[src/rtl/fetch_ctrl.sv]
// Fetch/branch sequencer in front of the PC: fetches, latches and dispatches
// instructions, and produces the one-cycle PC update with its branch select/displacement.
module fetch_ctrl #(
  parameter int unsigned IW = 16,
  parameter int unsigned DW = 8
) (
  input  logic          clk,
  input  logic          reset,
  input  logic [IW-1:0] mem_rdata,
  input  logic [4:0]    flags,
  input  logic          exec_done,
  output logic          mem_ren,
  output logic [IW-1:0] instr,
  output logic          exec_start,
  output logic          pc_enable,
  output logic          branch_select,
  output logic [DW-1:0] disp
);

  localparam int unsigned OPW      = 4;
  localparam logic [OPW-1:0] OP_BCOND = 4'hC;

  typedef enum logic [2:0] {
    S_FETCH,
    S_WAIT,
    S_DECODE,
    S_EXEC,
    S_BRANCH,
    S_UPDATE
  } state_t;

  state_t          state_q;
  state_t          state_d;
  logic            mem_ren_d;
  logic            exec_start_d;
  logic            pc_enable_d;
  logic            branch_select_d;
  logic [IW-1:0]   instr_d;
  logic [DW-1:0]   disp_d;
  logic            taken;
  logic [OPW-1:0]  cond;
  logic            f_n, f_l, f_f, f_z, f_c;

  assign cond = instr[11:8];
  assign {f_n, f_l, f_f, f_z, f_c} = flags;

  // Branch condition evaluated against the flags seen during BRANCH; the result is registered.
  always_comb begin
    taken = 1'b0;
    case (cond)
      4'h0: taken = f_z;
      4'h1: taken = ~f_z;
      4'h2: taken = f_c;
      4'h3: taken = ~f_c;
      4'h4: taken = f_l;
      4'h5: taken = ~f_l;
      4'h6: taken = f_n;
      4'h7: taken = ~f_n;
      4'h8: taken = f_f;
      4'h9: taken = ~f_f;
      4'hA: taken = ~f_l & ~f_z;
      4'hB: taken = f_l | f_z;
      4'hC: taken = ~f_n & ~f_z;
      4'hD: taken = f_n | f_z;
      4'hE: taken = 1'b1;
      default: taken = 1'b0;
    endcase
  end

  // Next-state and next-output logic; outputs take effect on the edge leaving the state.
  always_comb begin
    state_d         = state_q;
    mem_ren_d       = 1'b0;
    exec_start_d    = 1'b0;
    pc_enable_d     = 1'b0;
    branch_select_d = branch_select;
    disp_d          = disp;
    instr_d         = instr;
    case (state_q)
      S_FETCH: begin
        mem_ren_d = 1'b1;
        state_d   = S_WAIT;
      end
      S_WAIT: begin
        state_d = S_DECODE;
      end
      S_DECODE: begin
        instr_d = mem_rdata;
        if (mem_rdata[IW-1 -: OPW] == OP_BCOND) begin
          state_d = S_BRANCH;
        end else begin
          exec_start_d = 1'b1;
          state_d      = S_EXEC;
        end
      end
      S_EXEC: begin
        // A done pulse coincident with exec_start belongs to no instruction yet.
        if (exec_done && !exec_start) begin
          branch_select_d = 1'b0;
          state_d         = S_UPDATE;
        end
      end
      S_BRANCH: begin
        branch_select_d = taken;
        disp_d          = instr[DW-1:0];
        state_d         = S_UPDATE;
      end
      S_UPDATE: begin
        pc_enable_d = 1'b1;
        state_d     = S_FETCH;
      end
      default: begin
        state_d = S_FETCH;
      end
    endcase
  end

  always_ff @(posedge clk or negedge reset) begin
    if (!reset) begin
      state_q       <= S_FETCH;
      mem_ren       <= 1'b0;
      exec_start    <= 1'b0;
      pc_enable     <= 1'b0;
      branch_select <= 1'b0;
      disp          <= '0;
      instr         <= '0;
    end else begin
      state_q       <= state_d;
      mem_ren       <= mem_ren_d;
      exec_start    <= exec_start_d;
      pc_enable     <= pc_enable_d;
      branch_select <= branch_select_d;
      disp          <= disp_d;
      instr         <= instr_d;
    end
  end

endmodule

[config.mk]
export PLATFORM = sky130hd
export DESIGN_NAME = fetch_ctrl
export DESIGN_NICKNAME = d
export VERILOG_FILES = /design/src/rtl/fetch_ctrl.sv
export SDC_FILE = /design/constraint.sdc
export NUM_CORES = 1
export LEC_CHECK = 0
export BUFFER_PORTS_ARGS = -buffer_cell sky130_fd_sc_hd__buf_2
export CAP_MARGIN = 20
export CORE_MARGIN = 2
export CORE_UTILIZATION = 48
export DETAILED_ROUTE_END_ITERATION = 12
export GPL_ROUTABILITY_DRIVEN = 1
export HOLD_SLACK_MARGIN = 0.03
export PLACE_DENSITY_LB_ADDON = 0.2
export SETUP_SLACK_MARGIN = 0.3
export SYNTH_ARGS = -nofsm -noshare
export SYNTH_HDL_FRONTEND = slang
export SYNTH_SLANG_ARGS = --single-unit
[constraint.sdc]
create_clock -name clk -period 1.6 [get_ports clk]
set_input_delay 0 -clock clk [delete_from_list [all_inputs] [get_ports clk]]
set_output_delay 0 -clock clk [all_outputs]
set_load 0.02 [all_outputs]
==> flow_metrics.py, run 1 <==
metrics = {
    "drt": {
        "vias": 1196,
        "wl_per_cell_um": 15.42,
        "routed_via_density": 5.292,
        "drt-initial-drc-count": 75,
        "route.detailed.drc": 1,
        "detail-route-antenna-nets": 0,
        "dr.pass1.iters": 8,
        "routed_wl_mm": 3.486,
    },
    "clock_tree": {
        "clkTransAtPathRegs_ns": 0.09,
        "tritoncts": "built",
        "htreeDepth": 2,
        "cts_buffers": 5,
        "cts_max_path_buffers": 2,
        "cts_root_buffer": "clkbuf_4",
        "clock_sinks": 31,
        "clk_latency_ns": 0.32,
    },
    "sta": {
        "worst_pin_slew_ns": 0.6763,
        "tns_ns": 0,
        "rsz0062_at_grt": "yes",
        "finalSetupViolCount": 0,
        "hold_viol": 0,
        "skew_ns": 0.003320,
        "fin_crit_ns": 1.415,
        "timing.fmax_mhz": 706.7,
        "period_share": 0.8843,
        "maxSlewHeadroom": 0.5491,
        "slew_violations": 0,
    },
    "hold_path": {
        "hold_class": "input pin to flop",
    },
    "die": {
        "rows": 19,
        "ios": 52,
        "fp.dieW_um": 58.75,
        "dieArea_um2": 3452,
        "core_um2": 2805,
        "initial_core_util": 0.5129,
        "die_h_um": 58.75,
    },
    "worst_setup_path": {
        "rr_worst_depth": 6,
        "arrival_ns": 1.62,
        "crit_family": "flip-flops",
        "crit_top_cell": "a31oi_1",
        "cp_slowest_stage_delay_ns": 0.43,
        "crit_required_ns": 1.80,
        "critPathCaptureType": "flop",
        "slowest_stage": "dfrtp_2",
        "critical_path_class": "flop to flop",
        "crit_cells": 6,
        "critPathLaunch": "state_q[2]$_DFFE_PN0P_",
        "path_cells": "nor2b_4, and2b_2, buf_6, o41ai_2, a31oi_1, a31oi_1",
        "path_buf_inv": 1,
        "critPathMaxFanout": 5,
        "r2r-start": "state_q[2]$_DFFE_PN0P_",
        "r2r_end": "branch_select$_DFFE_PN0P_",
        "reg2reg_slack_ns": 0.19,
        "cp-start-kind": "flop",
        "crit_end": "branch_select$_DFFE_PN0P_",
    },
    "run_status": {
        "status": "finished, violations left",
        "violations": "design-rule violations",
    },
    "power": {
        "clkPwrFrac": 0.114,
        "p_sw_frac": 0.3997,
        "p_comb_frac": 0.537,
        "p_per_area_nw_per_um2": 2125,
        "p_switching_mw": 1.804,
        "p_seq_frac": 0.350,
        "p_leak_nw": 1.043,
        "p_int_mw": 2.710,
        "vdd_ir_drop_max_v": 0.001380,
    },
    "final_layout": {
        "fill_cells": 173,
        "layout-drive-gt1-share": 0.5282,
        "design_area_um2": 2125,
        "final_nets": 218,
        "num_antenna_cells": 0,
        "layout_common_cells": "51 x buf_2, 26 x dfrtp_1, 18 x mux2_4, 17 x dlygate4sd3_1, 8 x buf_4",
        "syn_to_final_growth_pct": 47.65,
        "mostFrequentLayoutCell": "buf_2",
    },
    "synthesis": {
        "synth_cell_types": 34,
        "synthesis.area_um2": 1439,
        "ys_ff_latch": 31,
        "ys_warn_count": 0,
        "synth.net_count": 137,
        "synth-seq-area-share": 0.5391,
        "syn_avg_cell_area_um2": 12.73,
        "syn_inst": 113,
    },
    "run": {
        "drv_cap": 0,
    },
    "grt": {
        "antenna_found_initial": 0,
        "grt_overflow_total": 0,
        "grt_pass1_vias": 1152,
        "grt_use_total": 0.2013,
        "grt_pass1_wl_mm": 5.278,
        "grt_max_degree": 32,
    },
    "placement": {
        "hpwl_mm": 2.078,
        "io_buffers": 51,
        "dpl-instance-area_um2": 1714,
        "gp_congestion": 0.8041,
    },
}
## power groups by stage
stage          registers (mW)  clock network, mW  logic [mW]
2_1_floorplan            1.88                  0        1.05
3_3_place_gp             1.55                  0        1.90
3_5_place_dp             1.56                  0        1.95
4_1_cts                  1.56              0.525        2.12
5_1_grt                  1.63              0.571        2.58
6_report                 1.58              0.513        2.42
## area by class of cell
class | instances | area, um2 | share of cell area
Tap cell | 31 | 38.79 | 0.01826
Clock buffer | 8 | 68.82 | 0.03239
Sequential cell | 31 | 782.0 | 0.3681
Timing Repair Buffer | 81 | 564.3 | 0.2656
Inverter | 4 | 15.01 | 0.007067
Multi-Input combinational cell | 71 | 655.6 | 0.3086
## synthesized netlist by cell type
cell       count  share of area
buf_2          3          0.010
nor2b_2        1         0.0061
o211ai_1       1         0.0052
nor4b_1        1         0.0061
mux2i_1        2          0.014
a31oi_1        4          0.017
nand2b_1       3          0.013
and2_1         2         0.0087
a311oi_1       2          0.012
o21bai_1       1         0.0052
and3_1         1         0.0044
o22ai_1        2         0.0087
xor2_1         2          0.012
nor3_1         1         0.0035
inv_1          4          0.010
buf_12         1          0.014
buf_6          2          0.016
nor2b_1        1         0.0044
a211oi_1       1         0.0052
mux2_2        15           0.12
and2b_1        1         0.0052
nand2_1        6          0.016
mux2_1         2          0.016
dfrtp_1       31           0.54
nor2_1         4          0.010
o21ai_0        4          0.014
o41ai_1        1         0.0061
nor2b_4        2          0.019
o2111ai_1      1         0.0061
nand3_1        2         0.0070
mux2_4         5          0.052
o311ai_1       1         0.0061
a21oi_1        2         0.0070
clkbuf_1       1         0.0026
## layer usage
metal  vias to the layer above  track usage  routed length (um)
met5                         -            0                   0
met1                       594       0.2691                1476
met4                         0      0.05844                  17
met2                        39       0.3222                1799
met3                         2      0.05495                 194
li1                        561            -                   -
## flip-flops by register name, summed over array words and instances (netlist names)
register,count
mem_ren,1
instr,16
disp,8
branch_select,1
pc_enable,1
state_q,3
exec_start,1
## how the worst min path moves through the flow
| stage | from | end | slack (ns) | cells after the start |
|---|---|---|---|---|
| after floorplan | reset | branch_select$_DFFE_PN0P_ | -0.30 | 0 |
| after global placement | reset | mem_ren$_DFF_PN0_ | 0.08 | 1 |
| after detailed placement | reset | pc_enable$_DFF_PN0_ | 0.08 | 1 |
| after CTS | exec_done | state_q[1]$_DFFE_PN0P_ | 0.06 | 3 |
| after global routing | exec_done | state_q[1]$_DFFE_PN0P_ | 0.06 | 3 |
| final | exec_done | state_q[1]$_DFFE_PN0P_ | 0.07 | 3 |
## cell families (layout without fill, tap and decap cells)
family	Yosys count	in the layout	synth area share
buffers and inverters	11	93	0.05303
multiplexers	24	24	0.1991
flip-flops	31	31	0.5391
XOR/XNOR	2	2	0.01218
AND/OR/NAND/NOR	25	25	0.1035
AO/OA/AOI/OAI	20	20	0.09305
## per-stage QoR
stage	total power [mW]	hold slack, ns	utilization	setup slack (ns)	instances
2_1_floorplan	2.928	-0.2956	-	0.1986	113
3_3_place_gp	3.447	0.07697	0.6111	0.1783	192
3_5_place_dp	3.509	0.08099	0.6111	0.1416	192
4_1_cts	4.200	0.05955	0.7154	0.2068	220
5_1_grt	4.781	0.05810	0.7574	0.1261	226
6_report	4.514	0.07085	0.7574	0.1851	226
## worst min-delay path, cell delays in order
cell and delay (ns):
buf_2 0.07, nor2b_1 0.17, a311oi_1 0.11
## repair_timing
action / in CTS / in global routing
pin swaps: 0 / 1
setup buffers: 3 / 4
hold endpoints to repair: 47 / 0
hold buffers: 17 / 0
gates resized for setup: 10 / 16
endpoints found under the setup margin: 23 / 23
gates cloned: 0 / 2
No activity file was read; power rests on OpenSTA's default activity.
==> inputs of run 2 (changes only) <==
--- a/config.mk
+++ b/config.mk
@@ -11,6 +11,7 @@
 export CORE_UTILIZATION = 48
 export DETAILED_ROUTE_END_ITERATION = 12
 export GPL_ROUTABILITY_DRIVEN = 1
+export GPL_TIMING_DRIVEN = 0
 export HOLD_SLACK_MARGIN = 0.03
 export PLACE_DENSITY_LB_ADDON = 0.2
 export SETUP_SLACK_MARGIN = 0.3
==> run 2 against run 1 <==
Compared with the run above:
- the flow still finishes with violations (design-rule violations)
- die area unchanged
- largest cell class unchanged
- flip-flop and latch count unchanged
- cell count grew 1.8%
- critical endpoint is now instr[9]$_DFFE_PN0N_
- routed wire length grew 1.5%
- sequential share of layout area down 1.1 points
- fmax is 2.0% higher
==> flow_metrics.py, run 2 (synthesis gave the netlist of run 1 again) <==
metrics = {
    "run_status": {
        "status": "finished, violations left",
        "violations": "design-rule violations",
    },
    "sta": {
        "slew_violations": 0,
        "rsz0062_at_grt": "yes",
        "period_share": 0.8667,
        "timing.hold.ws_ns": 0.03731,
        "hold_viol": 0,
        "fin_crit_ns": 1.387,
        "tns_ns": 0,
        "skew_ns": 0.01361,
        "maxSlewHeadroom": 0.5498,
        "timing.fmax_mhz": 721.2,
        "worst_pin_slew_ns": 0.6752,
        "final.setup.worst_slack_ns": 0.2134,
        "finalSetupViolCount": 0,
    },
    "worst_setup_path": {
        "cp_slowest_stage_delay_ns": 0.42,
        "crit_required_ns": 1.81,
        "critical_path_class": "flop to flop",
        "path_buf_inv": 2,
        "crit_family": "flip-flops",
        "critPathLaunch": "state_q[1]$_DFFE_PN0P_",
        "cp-start-kind": "flop",
        "arrival_ns": 1.60,
        "critPathMaxFanout": 7,
        "path_cells": "nor2b_4, nor2b_4, buf_8, buf_12, mux2_4",
        "crit_top_cell": "nor2b_4",
        "r2r-start": "state_q[1]$_DFFE_PN0P_",
        "slowest_stage": "dfrtp_2",
        "critPathCaptureType": "flop",
    },
    "run": {
        "drv_cap": 0,
    },
    "final_layout": {
        "layout-drive-gt1-share": 0.5477,
        "layout_common_cells": "51 x buf_2, 29 x dfrtp_1, 21 x mux2_4, 17 x dlygate4sd3_1, 7 x buf_6",
        "final_nets": 222,
        "largest_reg_flops": 16,
        "num_antenna_cells": 0,
        "mostFrequentLayoutCell": "buf_2",
        "design_area_um2": 2178,
        "syn_to_final_growth_pct": 51.39,
        "largest-register": "instr",
        "largest_registers": "instr x16, disp x8, state_q x3",
    },
    "die": {
        "dieArea_um2": 3452,
        "core_um2": 2805,
        "rows": 19,
        "die_h_um": 58.75,
        "ios": 52,
        "fp.dieW_um": 58.75,
        "initial_core_util": 0.5129,
    },
    "drt": {
        "drt-initial-drc-count": 44,
        "routed_wl_mm": 3.539,
        "routed_via_density": 5.287,
        "route.detailed.drc": 1,
        "wl_per_cell_um": 15.39,
        "dr.pass1.iters": 8,
        "vias": 1216,
        "detail-route-antenna-nets": 0,
    },
    "placement": {
        "hpwl_mm": 2.150,
        "pre_cts_ws_ns": 0.06429,
        "io_buffers": 51,
        "dpl-instance-area_um2": 1733,
        "gp_congestion": 0.8136,
    },
    "grt": {
        "grt_pass1_wl_mm": 5.768,
        "grt_overflow_total": 0,
        "grt_pass1_vias": 1269,
        "grt_use_total": 0.2238,
        "antenna_found_initial": 0,
        "grt_max_degree": 32,
    },
    "clock_tree": {
        "htreeDepth": 2,
        "clock_sinks": 31,
        "clkTransAtPathRegs_ns": 0.11,
        "clk_latency_ns": 0.33,
        "cts_buffers": 5,
        "tritoncts": "built",
        "cts_max_path_buffers": 2,
        "cts_root_buffer": "clkbuf_4",
    },
    "power": {
        "vdd_ir_drop_max_v": 0.001378,
        "p_leak_nw": 1.071,
        "p_per_area_nw_per_um2": 2119,
    },
    "hold_path": {
        "hold_start": "exec_done",
        "hold_class": "input pin to flop",
    },
}
[run 2: power breakdown]
part	leakage, nW	switching, mW	internal [mW]
logic	0.674	1.30	1.40
registers	0.370	0.295	1.18
clock network	0.0282	0.274	0.169
total	1.07	1.87	2.75
[run 2: tightest hold or removal path: cells and delay by family]
| family | cells | cell delay (ns) |
|---|---|---|
| and+or+nand+nor | 1 | 0.16 |
| buffers and inverters | 1 | 0.07 |
| AOI/OAI and AO/OA | 1 | 0.12 |
[run 2: area by class of cell]
cell class                      count  area [um2]
Sequential cell                    31       778.2
Multi-Input combinational cell     71       684.4
Fill cell                         185       626.9
Timing Repair Buffer               78       528.0
Buffer                              7       80.08
Clock buffer                        6       41.29
Tap cell                           31       38.79
Inverter                            4       15.01
Clock inverter                      2       12.51
[run 2: timing repair]
action	in CTS	in global routing
pin swaps	2	2
cloned	1	0
resized for setup	23	21
hold buffers	17	0
setup buffers	7	2
endpoints found under the setup margin	26	27
endpoints found under the hold margin	47	0
[run 2: final timing paths]
path	end	slack, ns	cells after the start
worst min register to register	disp[4]$_DFFE_PN0P_	0.51	1
worst min-delay path	state_q[1]$_DFFE_PN0P_	0.04	3
worst max register to register	instr[9]$_DFFE_PN0N_	0.21	5
max in group asynchronous	state_q[1]$_DFFE_PN0P_	0.90	2
worst max-delay path	instr[9]$_DFFE_PN0N_	0.21	5
min in group asynchronous	mem_ren$_DFF_PN0_	0.23	2
[run 2: metrics by stage]
stage	utilization	power, mW	cells
4_1_cts	0.7489	4.398	228
6_report	0.7765	4.617	230
3_5_place_dp	0.6178	3.555	195
5_1_grt	0.7765	4.907	230
2_1_floorplan	-	2.928	113
3_3_place_gp	0.6178	3.473	195
[run 2: routing by layer]
| metal | part of all wire | global-route usage |
|---|---|---|
| met1 | 0.40 | 0.2583 |
| met2 | 0.54 | 0.3937 |
| met3 | 0.051 | 0.06813 |
| met4 | 0.0068 | 0.07468 |
| met5 | 0 | 0 |
